===== config.mk =====
export PLATFORM = sky130hd
export DESIGN_NAME = sha_w_expander_stream
export DESIGN_NICKNAME = d
export VERILOG_FILES = /design/src/rtl/sha2_pkg.sv /design/src/rtl/sha_w_sigma.sv /design/src/rtl/sha_w_expander_stream.sv
export SDC_FILE = /design/constraint.sdc
export NUM_CORES = 1
export LEC_CHECK = 0
export BUFFER_PORTS_ARGS = -buffer_cell sky130_fd_sc_hd__buf_2
export CORE_MARGIN = 2
export CORE_UTILIZATION = 35
export CTS_BUF_LIST = sky130_fd_sc_hd__clkbuf_8
export DETAILED_ROUTE_END_ITERATION = 16
export SYNTH_ARGS = -nofsm -noshare
export SYNTH_HDL_FRONTEND = slang
export SYNTH_SLANG_ARGS = --single-unit

===== constraint.sdc =====
create_clock -name CLK -period 5.2 [get_ports CLK]
set_input_delay 0.52 -clock CLK [delete_from_list [all_inputs] [get_ports CLK]]
set_output_delay 0.52 -clock CLK [all_outputs]
set_load 0.005 [all_outputs]

===== src/rtl/sha2_pkg.sv =====
// Shared SHA-2 message-schedule definitions: FSM states, sigma rotation/shift
// amounts for SHA-256 and SHA-512, and the small sigma functions.
package sha2_pkg;

  typedef enum logic {
    IDLE = 1'b0,
    RUN  = 1'b1
  } state_e;

  localparam int S256_S0_R1 = 7;
  localparam int S256_S0_R2 = 18;
  localparam int S256_S0_SH = 3;
  localparam int S256_S1_R1 = 17;
  localparam int S256_S1_R2 = 19;
  localparam int S256_S1_SH = 10;

  localparam int S512_S0_R1 = 1;
  localparam int S512_S0_R2 = 8;
  localparam int S512_S0_SH = 7;
  localparam int S512_S1_R1 = 19;
  localparam int S512_S1_R2 = 61;
  localparam int S512_S1_SH = 6;

  function automatic logic [31:0] rotr32(input logic [31:0] x, input int n);
    return (x >> n) | (x << (32 - n));
  endfunction

  function automatic logic [63:0] rotr64(input logic [63:0] x, input int n);
    return (x >> n) | (x << (64 - n));
  endfunction

  // In SHA-256 mode only the low 32 bits of x are used and the result is zero-extended.
  function automatic logic [63:0] sigma0(input bit sha512, input logic [63:0] x);
    if (sha512)
      return rotr64(x, S512_S0_R1) ^ rotr64(x, S512_S0_R2) ^ (x >> S512_S0_SH);
    else
      return {32'h0, rotr32(x[31:0], S256_S0_R1) ^ rotr32(x[31:0], S256_S0_R2) ^
                     (x[31:0] >> S256_S0_SH)};
  endfunction

  function automatic logic [63:0] sigma1(input bit sha512, input logic [63:0] x);
    if (sha512)
      return rotr64(x, S512_S1_R1) ^ rotr64(x, S512_S1_R2) ^ (x >> S512_S1_SH);
    else
      return {32'h0, rotr32(x[31:0], S256_S1_R1) ^ rotr32(x[31:0], S256_S1_R2) ^
                     (x[31:0] >> S256_S1_SH)};
  endfunction

endpackage


===== src/rtl/sha_w_sigma.sv =====
// Combinational next-word generator for the 16-entry schedule window:
// nxt = s1(w14) + w9 + s0(w1) + w0, modulo 2^WORD_W.
module sha_w_sigma
  import sha2_pkg::*;
#(
  parameter int SHA512 = 0,
  localparam int WORD_W = (SHA512 != 0) ? 64 : 32
) (
  input  logic [WORD_W-1:0] w0,
  input  logic [WORD_W-1:0] w1,
  input  logic [WORD_W-1:0] w9,
  input  logic [WORD_W-1:0] w14,
  output logic [WORD_W-1:0] nxt
);

  logic [WORD_W-1:0] s0;
  logic [WORD_W-1:0] s1;

  assign s0  = WORD_W'(sigma0(SHA512 != 0, 64'(w1)));
  assign s1  = WORD_W'(sigma1(SHA512 != 0, 64'(w14)));
  assign nxt = s1 + w9 + s0 + w0;

endmodule


===== src/rtl/sha_w_expander_stream.sv =====
// SHA-2 message-schedule expander: accepts a 16-word block, streams W[0]..W[ROUNDS-1].
// Optional macro SHA_W_EARLY_LOAD_EN lets the next block load on the last-word handshake.
//
// Handshakes: a transfer happens on a rising CLK edge where valid and ready are
// both high; valid and its data hold until that edge; ready may depend on the
// other side only through in_ready <- out_ready when early load is enabled.
module sha_w_expander_stream
  import sha2_pkg::*;
#(
  parameter int SHA512 = 0,
  parameter int ROUNDS = 64,
  localparam int WORD_W = (SHA512 != 0) ? 64 : 32
) (
  input  logic                 CLK,
  input  logic                 RST,
  input  logic                 in_valid,
  output logic                 in_ready,
  input  logic [16*WORD_W-1:0] block_in,
  output logic                 out_valid,
  input  logic                 out_ready,
  output logic [WORD_W-1:0]    out_word,
  output logic [6:0]           out_t,
  output logic                 out_last,
  output state_e               dbg_state
);

  localparam logic [6:0] LAST_T = 7'(ROUNDS - 1);

  state_e            state;
  state_e            state_next;
  logic [WORD_W-1:0] win [16];
  logic [6:0]        t;
  logic [WORD_W-1:0] nxt;
  logic              accept;
  logic              at_last;

  assign at_last = (state == RUN) && (t == LAST_T);

`ifdef SHA_W_EARLY_LOAD_EN
  assign in_ready = (state == IDLE) || (at_last && out_ready);
`else
  assign in_ready = (state == IDLE);
`endif

  assign accept    = in_valid && in_ready;
  assign out_valid = (state == RUN);
  assign out_word  = win[0];
  assign out_t     = t;
  assign out_last  = at_last;
  assign dbg_state = state;

  sha_w_sigma #(.SHA512(SHA512)) u_sigma (
    .w0  (win[0]),
    .w1  (win[1]),
    .w9  (win[9]),
    .w14 (win[14]),
    .nxt (nxt)
  );

  always_comb begin
    state_next = state;
    case (state)
      IDLE: if (accept) state_next = RUN;
      RUN:  if (at_last && out_ready) state_next = accept ? RUN : IDLE;
      default: state_next = IDLE;
    endcase
  end

  always_ff @(posedge CLK or negedge RST) begin
    if (!RST) state <= IDLE;
    else      state <= state_next;
  end

  // A load always wins over the shift, which is what makes early load seamless.
  always_ff @(posedge CLK or negedge RST) begin
    if (!RST) begin
      t <= '0;
      for (int i = 0; i < 16; i++) win[i] <= '0;
    end else if (accept) begin
      t <= '0;
      for (int i = 0; i < 16; i++) win[i] <= block_in[(15-i)*WORD_W +: WORD_W];
    end else if ((state == RUN) && out_ready) begin
      if (t == LAST_T) begin
        t <= '0;
      end else begin
        t <= t + 7'd1;
        for (int i = 0; i < 15; i++) win[i] <= win[i+1];
        win[15] <= nxt;
      end
    end
  end

endmodule

# After elaboration in Yosys (flattened, before gate mapping)
# Index checks and enable logic that the tools add are counted.
# W data, S select, Z words.
[totals] register_bits=520 in_bits=516 out_inout_bits=43 word_cells=48
[classes] add_sub_neg=4 n_eq_ne=2 mux=9 bitwise_logic=9 n_reduce_logical=6
[ops] op="$mux W512" n=3
[ops] op="$add A32 B32 Y32" n=3
[ops] op="$xor A32 B32 Y32" n=2
[ops] op="$or A13 B32 Y32" n=1
[ops] op="$or A14 B32 Y32" n=1
[ops] op="$or A15 B32 Y32" n=1
[ops] op="$or A25 B32 Y32" n=1
[ops] op="$xor A32 B22 Y32" n=1
[ops] op="$xor A32 B29 Y32" n=1
[ops] op="$mux W7" n=3
[ops] op="$add A7 B1 Y7 const B" n=1
[ops] op="$eq A7 B6 Y1 const B" n=1
[ops] op="$logic_and A1 B1 Y1" n=4
[ops] op="$mux W1" n=2
[ops] op="$ne A2 B2 Y1 const B" n=1
[ops] op="$pmux W1 S2" n=1
[ops] op="$reduce_and A2 Y1" n=1
[ops] op="$reduce_bool A2 Y1" n=1
[ops] op="$not A1 Y1" n=1

# Depth between registers and ports, before layout
# Gate-level depths: netlist (run 1).
[logic_depth] ltp_word=9 mapped_depth=16 mapped_depth_nobuf=15

# By module
# From an unflattened synthesis (run 1), not the netlist that was laid out.
[unflattened] cells_unflattened=4207 hier_area_um2=37408.4
[modules_own_cells] module="sha_w_expander_stream" instances=1 cells_per_inst=3667 area_each_um2=33037.9 seq_area_each_um2=13012.5
[modules_own_cells] module="sha_w_sigma" instances=1 cells_per_inst=540 area_each_um2=4370.4 seq_area_each_um2=0.0

# Least setup slack after synthesis (run 1)
# Ideal clock, no wire load.
[synth_timing] path_kind="register to register" start="reg win[50] (netlist name)" end="reg win[27] (netlist name)" setup_ps=137 arrival_time_ps=3656 required_time_ps=5063 slack_ps=1407 stages_incl_launch_ff=17 n_path_buf=1 period_less_slack_ps=3793 cell_sequence="dfrtp_1 > clkbuf_1 > xor2_1 > xnor2_1 > fa_1 > inv_1 > fa_1 > ha_1 > fa_1 > a21o_1 > nand4_1 > a211oi_1 > nor3_1 > o21bai_1 > a31oi_1 > xor2_1 > a21oi_1"
[synth_via] elab_chain_cells=9
[synth_lines] item="from (decl)" line_no="sha_w_expander_stream.sv:31" rtl="logic [WORD_W-1:0] win [16];"
[synth_lines] item="$or A15 B32 Y32" line_no="sha2_pkg.sv:25" rtl="return (x >> n) | (x << (32 - n));"
[synth_lines] item="$xor A32 B32 Y32" line_no="sha2_pkg.sv:45" rtl="return {32'h0, rotr32(x[31:0], S256_S1_R1) ^ rotr32(x[31:0], S256_S1_R2) ^"
[synth_lines] item="$xor A32 B22 Y32 *" line_no="sha2_pkg.sv:45"
[synth_lines] item="$add A32 B32 Y32 * (3 in a row)" line_no="sha_w_sigma.sv:21" rtl="assign nxt = s1 + w9 + s0 + w0;"
[synth_lines] item="$mux W512 *" line_no="sha_w_expander_stream.sv:83" rtl="if (t == LAST_T) begin"
[synth_lines] item="$mux W512 *" line_no="sha_w_expander_stream.sv:82" rtl="end else if ((state == RUN) && out_ready) begin"
[synth_lines] item="$mux W512 *" line_no="sha_w_expander_stream.sv:79" rtl="end else if (accept) begin"
# Every way passes the cells marked *; elsewhere a longest branch is shown, timed or not. The select of a mux whose other input is x is not followed.
# A chain may end at the register's enable or synchronous reset.

# Final worst setup path (run 1)
# Same ends and word-level chain as after synthesis.

==> results.ini, run 1 <==
[run_status]
status = completed

[clock_network]
hold_buffers = 21
clk_pin_slew_worst_paths_ps = 60
cts_tree = built
cts_root_buf = clkbuf_8
cts.sink_count = 520
clk_latency_ps = 730
cts-resized-gates = 0
post_cts_buffers = 0
cts.htree.levels = 3
clockBufferDepth = 3
numCtsBuffers = 96

[die]
placementRows = 103
start_util_pct = 35.26
core-area_mm2 = 0.07887
die_w_um = 285.9
dieArea_mm2 = 0.08173
die_y_um = 285.9
boundaryPins = 559

[worst_setup_path]
crit_path_start_kind = register
slowest_stage = fa_1
path_cells = xor2_1, xnor2_1, fa_1, inv_1, fa_1, ha_1, fa_1, a21o_1, nand4_1, a211oi_1, nor3_1, o21bai_1, a31oi_1, xor2_1, a21oi_1
arrival_ps = 5060
cp-end-kind = register
worst_path_most_repeated_cell = fa_1
worstPathMaxFanout = 5
path_class = register to register
max_stage_delay_ps = 500
cp.required_ps = 5790

[power_and_ir_drop]
sw_frac_of_total_pct = 47.38
clkPwrFrac_pct = 16.2
p_sw_mw = 11.71
intPower_mw = 13.00
pwr_density_cell_mw_per_mm2 = 745.2
combPwrFrac_pct = 59.1
p_leak_nw = 15.67
ir_drop_mv = 0.5717
sequentialPowerShare_pct = 24.7

[synth]
synth_area_leader_cell = dfrtp_1
synthFlopType = dfrtp_1
postSynthAreaPerCell_um2 = 8.185
synth_cells = 3398
ys_seq_elements = 520
synth_edf_count = 0
yosysMostFrequentCell = nand2_1
ys.warnings.count = 0
syn_nets = 4008
ys_top_cells_by_count = nand2_1 (992), dfrtp_1 (520), nor2_1 (505), a31oi_1 (487), clkbuf_1 (244)
yosys-top-cells-area = dfrtp_1 (47%), nand2_1 (13%), a31oi_1 (11%)
synth_area_mm2 = 0.02781
yosys.area.top_type_share_pct = 46.79
synthDistinctLibCells = 62
async_flop_share_pct = 100.0
yosysSeqAreaShare_pct = 46.79

[grt]
grt_pass1_wl_um = 161500
grt_pass1_vias = 24604
antenna_found_initial = 29
track_usage_pct = 26.92
grt_overflow = 0
grt_start_max_net_pins = 194

[detailed_routing]
vias = 25235
drtIter0Drc = 2284
vias_per_cell = 5.131
routedWlPerCell_um = 22.86
drtAntennaViolNets = 0
first_pass_iters = 6
drc = 0
postRouteWirelength_um = 112400

[sta]
fin_crit_ps = 4468
max_freq_mhz = 223.8
finalSetupTns_ps = 0
maxSlewViolCount = 0
tightest_slew_ps = 1312
hold_ws_ps = 51.44
finalClockSkew_ps = 45.21
grt_setup_unrepaired = no
hold_viol_final = 0
finalCritPeriodShare_pct = 85.92
setup_viol = 0
max_slew_margin_pct = 12.50

[place]
dpl.hpwl_um = 84640
gp_congestion = 0.9014
place.port_buffers = 558
post_dp_cell_area_mm2 = 0.03102

[final_layout]
drive_gt1_share_pct = 19.25
design_area_mm2 = 0.03316
synthToLayoutAreaGrowth_pct = 19.23
final_nets = 4404

[job]
maxCapViolCount = 0

[min_path]
hold_class = primary input to register

## area by class of cell
class | count | area [um2]
Clock buffer | 117 | 1610
Inverter | 128 | 480.5
Antenna cell | 14 | 35.03
Tap cell | 1050 | 1314
Sequential cell | 520 | 13010
Clock inverter | 41 | 286.5
Multi-Input combinational cell | 2436 | 12960
Fill cell | 8311 | 45710
Timing Repair Buffer | 612 | 3461
## cells in the final DEF (no fill, tap or decap), types with 3 or more instances in the layout
cell / Yosys / routed
nor4_1: 6 / 6
clkbuf_8: 3 / 117
buf_2: 23 / 557
o21a_1: 5 / 5
nand3_1: 13 / 13
buf_4: 34 / 17
dfrtp_1: 520 / 520
nor3_1: 7 / 7
o21ai_0: 34 / 34
nand4_1: 4 / 4
inv_1: 128 / 151
o211ai_1: 4 / 4
ha_1: 32 / 32
diode_2: 0 / 14
xnor2_1: 91 / 91
nand2b_1: 7 / 7
o22ai_1: 8 / 8
bufinv_16: 0 / 3
fa_1: 62 / 62
a22oi_1: 15 / 15
nor2_1: 505 / 505
buf_12: 0 / 16
clkinv_2: 0 / 9
a21o_1: 11 / 11
a31oi_1: 487 / 487
a21oi_1: 47 / 47
dlygate4sd3_1: 0 / 21
o21bai_1: 5 / 5
a211oi_1: 3 / 3
xor2_1: 57 / 57
nand2_1: 992 / 990
## registers in the layout, indices dropped and copies added, names as in the netlist
signal	count
dbg_state	1
win	480
out_word	32
out_t	7
## metal layers
| layer | share of wire, % | GRT usage [%] | up-vias |
|---|---|---|---|
| met3 | 8.1 | 7.432 | 202 |
| met1 | 43 | 36.04 | 12180 |
| li1 | - | - | 11944 |
| met2 | 45 | 41.91 | 883 |
| met4 | 3.5 | 9.319 | 26 |
| met5 | 0.14 | 0 | - |
## final timing paths
path	startpoint	end	slack, ps	depth (start not counted)
hold / removal	block_in[266]	win[266]	50	3
min in group asynchronous	RST	win[181]	360	2
setup / recovery	win[50]	win[27]	730	15
setup reg to reg	win[50]	win[27]	730	15
hold reg to reg	win[18]	win[18]	500	2
max in group asynchronous	RST	win[23]	3550	3
## through the flow
| step | std cells | utilization, % | total power, mW | setup WS [ps] |
|---|---|---|---|---|
| 5_1_grt | 4912 | 42.03 | 26.63 | 525.1 |
| 4_1_cts | 4904 | 42.00 | 24.84 | 700.2 |
| 2_1_floorplan | 3398 | - | 16.12 | 1407 |
| 6_report | 4918 | 42.04 | 24.71 | 732.0 |
| 3_3_place_gp | 4725 | 39.33 | 20.73 | 649.7 |
| 3_5_place_dp | 4725 | 39.33 | 20.69 | 714.6 |
## power groups by stage
stage,sequential [mW],clock [mW],combinational (mW)
after floorplan,5.57,0,10.5
after global placement,6.10,0,14.6
after detailed placement,6.14,0,14.5
after CTS,6.08,4.09,14.7
after global routing,6.21,4.27,16.1
final,6.10,4.01,14.6
## worst max-delay path, delay by kind of cell (launching register included)
kind | cells | cell delay, ps
AO/OA/AOI/OAI | 5 | 920
XOR/XNOR | 3 | 640
adder cells (fa/ha/maj) | 4 | 1610
buffers and inverters | 1 | 80
flip-flops | 1 | 450
AND/OR/NAND/NOR | 2 | 650
## logic make-up after synthesis
logic type / share of synthesized area, %
buffers and inverters: 6.703
multiplexers: 0.07648
adder cells (fa/ha/maj): 5.902
AND/OR/NAND/NOR: 21.37
AO/OA/AOI/OAI: 14.50
XOR/XNOR: 4.661
flip-flops: 46.79
No activity file was read; power rests on OpenSTA's default activity.
==> run 2: changes to the inputs <==
--- a/config.mk
+++ b/config.mk
@@ -6,7 +6,7 @@
 export NUM_CORES = 1
 export LEC_CHECK = 0
 export BUFFER_PORTS_ARGS = -buffer_cell sky130_fd_sc_hd__buf_2
-export CORE_MARGIN = 2
+export CORE_MARGIN = 3
 export CORE_UTILIZATION = 35
 export CTS_BUF_LIST = sky130_fd_sc_hd__clkbuf_8
 export DETAILED_ROUTE_END_ITERATION = 16
==> run 2 against run 1 <==
Cell count rose by 0.92%. Global-route usage fell by 0.74 points. Total power rose by 0.23%. Maximum frequency fell by 2.9%. Final area rose by 1.3%. Sequential power barely moved.
==> results.ini, run 2 (same netlist as run 1, synthesis figures left out) <==
[sta]
tightest_slew_ps = 1190
finalClockSkew_ps = 53.60
fin_crit_ps = 4601
setup_viol = 0
max_freq_mhz = 217.4
maxSlewViolCount = 0
finalCritPeriodShare_pct = 88.47
max_slew_margin_pct = 20.68
hold_ws_ps = 50.53
hold_viol_final = 0
finalSetupTns_ps = 0
grt_setup_unrepaired = no

[power_and_ir_drop]
sw_frac_of_total_pct = 47.52
intPower_mw = 13.00
p_sw_mw = 11.77
sequentialPowerShare_pct = 24.5
p_leak_nw = 15.89
ir_drop_mv = 0.6127
pwr_density_cell_mw_per_mm2 = 737.4
clkPwrFrac_pct = 16.3
combPwrFrac_pct = 59.1

[detailed_routing]
vias = 25380
drtIter0Drc = 2270
drc = 0
drtAntennaViolNets = 0
routedWlPerCell_um = 22.47
postRouteWirelength_um = 111500
first_pass_iters = 6
vias_per_cell = 5.114

[grt]
grt_overflow = 0
grt_pass1_vias = 24457
antenna_found_initial = 30
track_usage_pct = 26.18
grt_start_max_net_pins = 206
grt_pass1_wl_um = 159600

[final_layout]
largest_register_ffs = 480
final_common_cell = nand2_1
synthToLayoutAreaGrowth_pct = 20.76
final_nets = 4445
top_register = win
final_cell_mix = nand2_1 (990), buf_2 (557), dfrtp_1 (520)
drive_gt1_share_pct = 19.18
n_fill_cell = 8154

[worst_setup_path]
max_stage_delay_ps = 490
worstPathMaxFanout = 5
cp.required_ps = 5720
arrival_ps = 5120
cp-end-kind = register
path_class = register to register
slowest_stage = fa_1
worst_path_most_repeated_cell = fa_1
crit_path_start_kind = register
path_cells = xor2_1, xnor2_1, fa_1, inv_1, fa_1, ha_1, fa_1, a21o_1, nand4_1, a211oi_1, nor3_1, o21bai_1, a31oi_1, xor2_1, a21oi_1

[clock_network]
clockBufferDepth = 3
cts.htree.levels = 3
clk_latency_ps = 730
cts_root_buf = clkbuf_8
cts.sink_count = 520
post_cts_buffers = 0
cts-resized-gates = 0
numCtsBuffers = 96
cts_tree = built
clk_pin_slew_worst_paths_ps = 60
hold_buffers = 54

[die]
core-area_mm2 = 0.07810
die_y_um = 287.9
boundaryPins = 559
placementRows = 102
start_util_pct = 35.61
die_w_um = 287.9
dieArea_mm2 = 0.08288

[run_status]
status = completed

[job]
maxCapViolCount = 0

[place]
dpl.hpwl_um = 84680
place.port_buffers = 558
gp_congestion = 0.9299

[min_path]
hold_class = primary input to register

==> run 2: cell count changes in the layout (fill, tap and decap cells not counted), sizes merged <==
cell         previous run  this run
inv                   153       163
dlygate4sd3            21        54
diode                  14        23
bufinv                  3         2
clkbuf                117       120
clkinv                 11         6
clkinvlp                2         0
buf                   591       599
==> run 2: layout make-up <==
cell class                      instances  area [um2]  area share, %
Sequential cell                       520       13010          38.74
Multi-Input combinational cell       2436       12960          38.59
Timing Repair Buffer                  653        3839          11.43
Clock buffer                          120        1652          4.917
Tap cell                             1040        1301          3.874
Inverter                              128       480.5          1.431
Clock inverter                         43       282.8         0.8419
Antenna cell                           23       57.56         0.1714
==> run 2: path summary, 6_finish.rpt <==
check	from	end	slack (ps)	cells after the start
worst min register to register	win[18]	win[18]	510	2
max in group asynchronous	RST	out_t[3]	3460	3
worst max register to register	win[50]	win[27]	600	15
min in group asynchronous	RST	win[143]	410	2
worst min-delay path	block_in[13]	win[13]	50	3
worst max-delay path	win[50]	win[27]	600	15
==> run 2: critical path, delay by kind of cell, from the launching register on <==
family | cells | cell delay [ps]
adder cells (fa/ha/maj) | 4 | 1630
AO/OA/AOI/OAI | 5 | 910
XOR/XNOR | 3 | 700
AND/OR/NAND/NOR | 2 | 640
flip-flops | 1 | 450
buffers and inverters | 1 | 80
==> run 2: metal layers <==
| metal | GRT usage (%) | routed length [um] |
|---|---|---|
| met1 | 35.54 | 47960 |
| met2 | 40.19 | 50350 |
| met3 | 7.411 | 9828 |
| met4 | 8.777 | 3202 |
| met5 | 0 | 173 |
==> run 2: metrics by stage <==
stage	setup slack, ps	instance area, um2	power, mW	instances	utilization, %
5_1_grt	378.7	33540	26.63	4945	42.94
2_1_floorplan	1407	27810	16.12	3398	-
6_report	599.5	33590	24.77	4963	43.00
3_3_place_gp	707.4	31050	20.64	4723	39.76
3_5_place_dp	615.6	31050	20.64	4723	39.76
4_1_cts	566.0	33530	24.82	4940	42.93
==> run 2: power by group through the flow <==
stage / sequential, mW / clock [mW] / combinational [mW]
3_5_place_dp: 6.12 / 0 / 14.5
4_1_cts: 6.06 / 4.13 / 14.6
3_3_place_gp: 6.07 / 0 / 14.6
5_1_grt: 6.18 / 4.33 / 16.1
6_report: 6.08 / 4.04 / 14.6
2_1_floorplan: 5.57 / 0 / 10.5
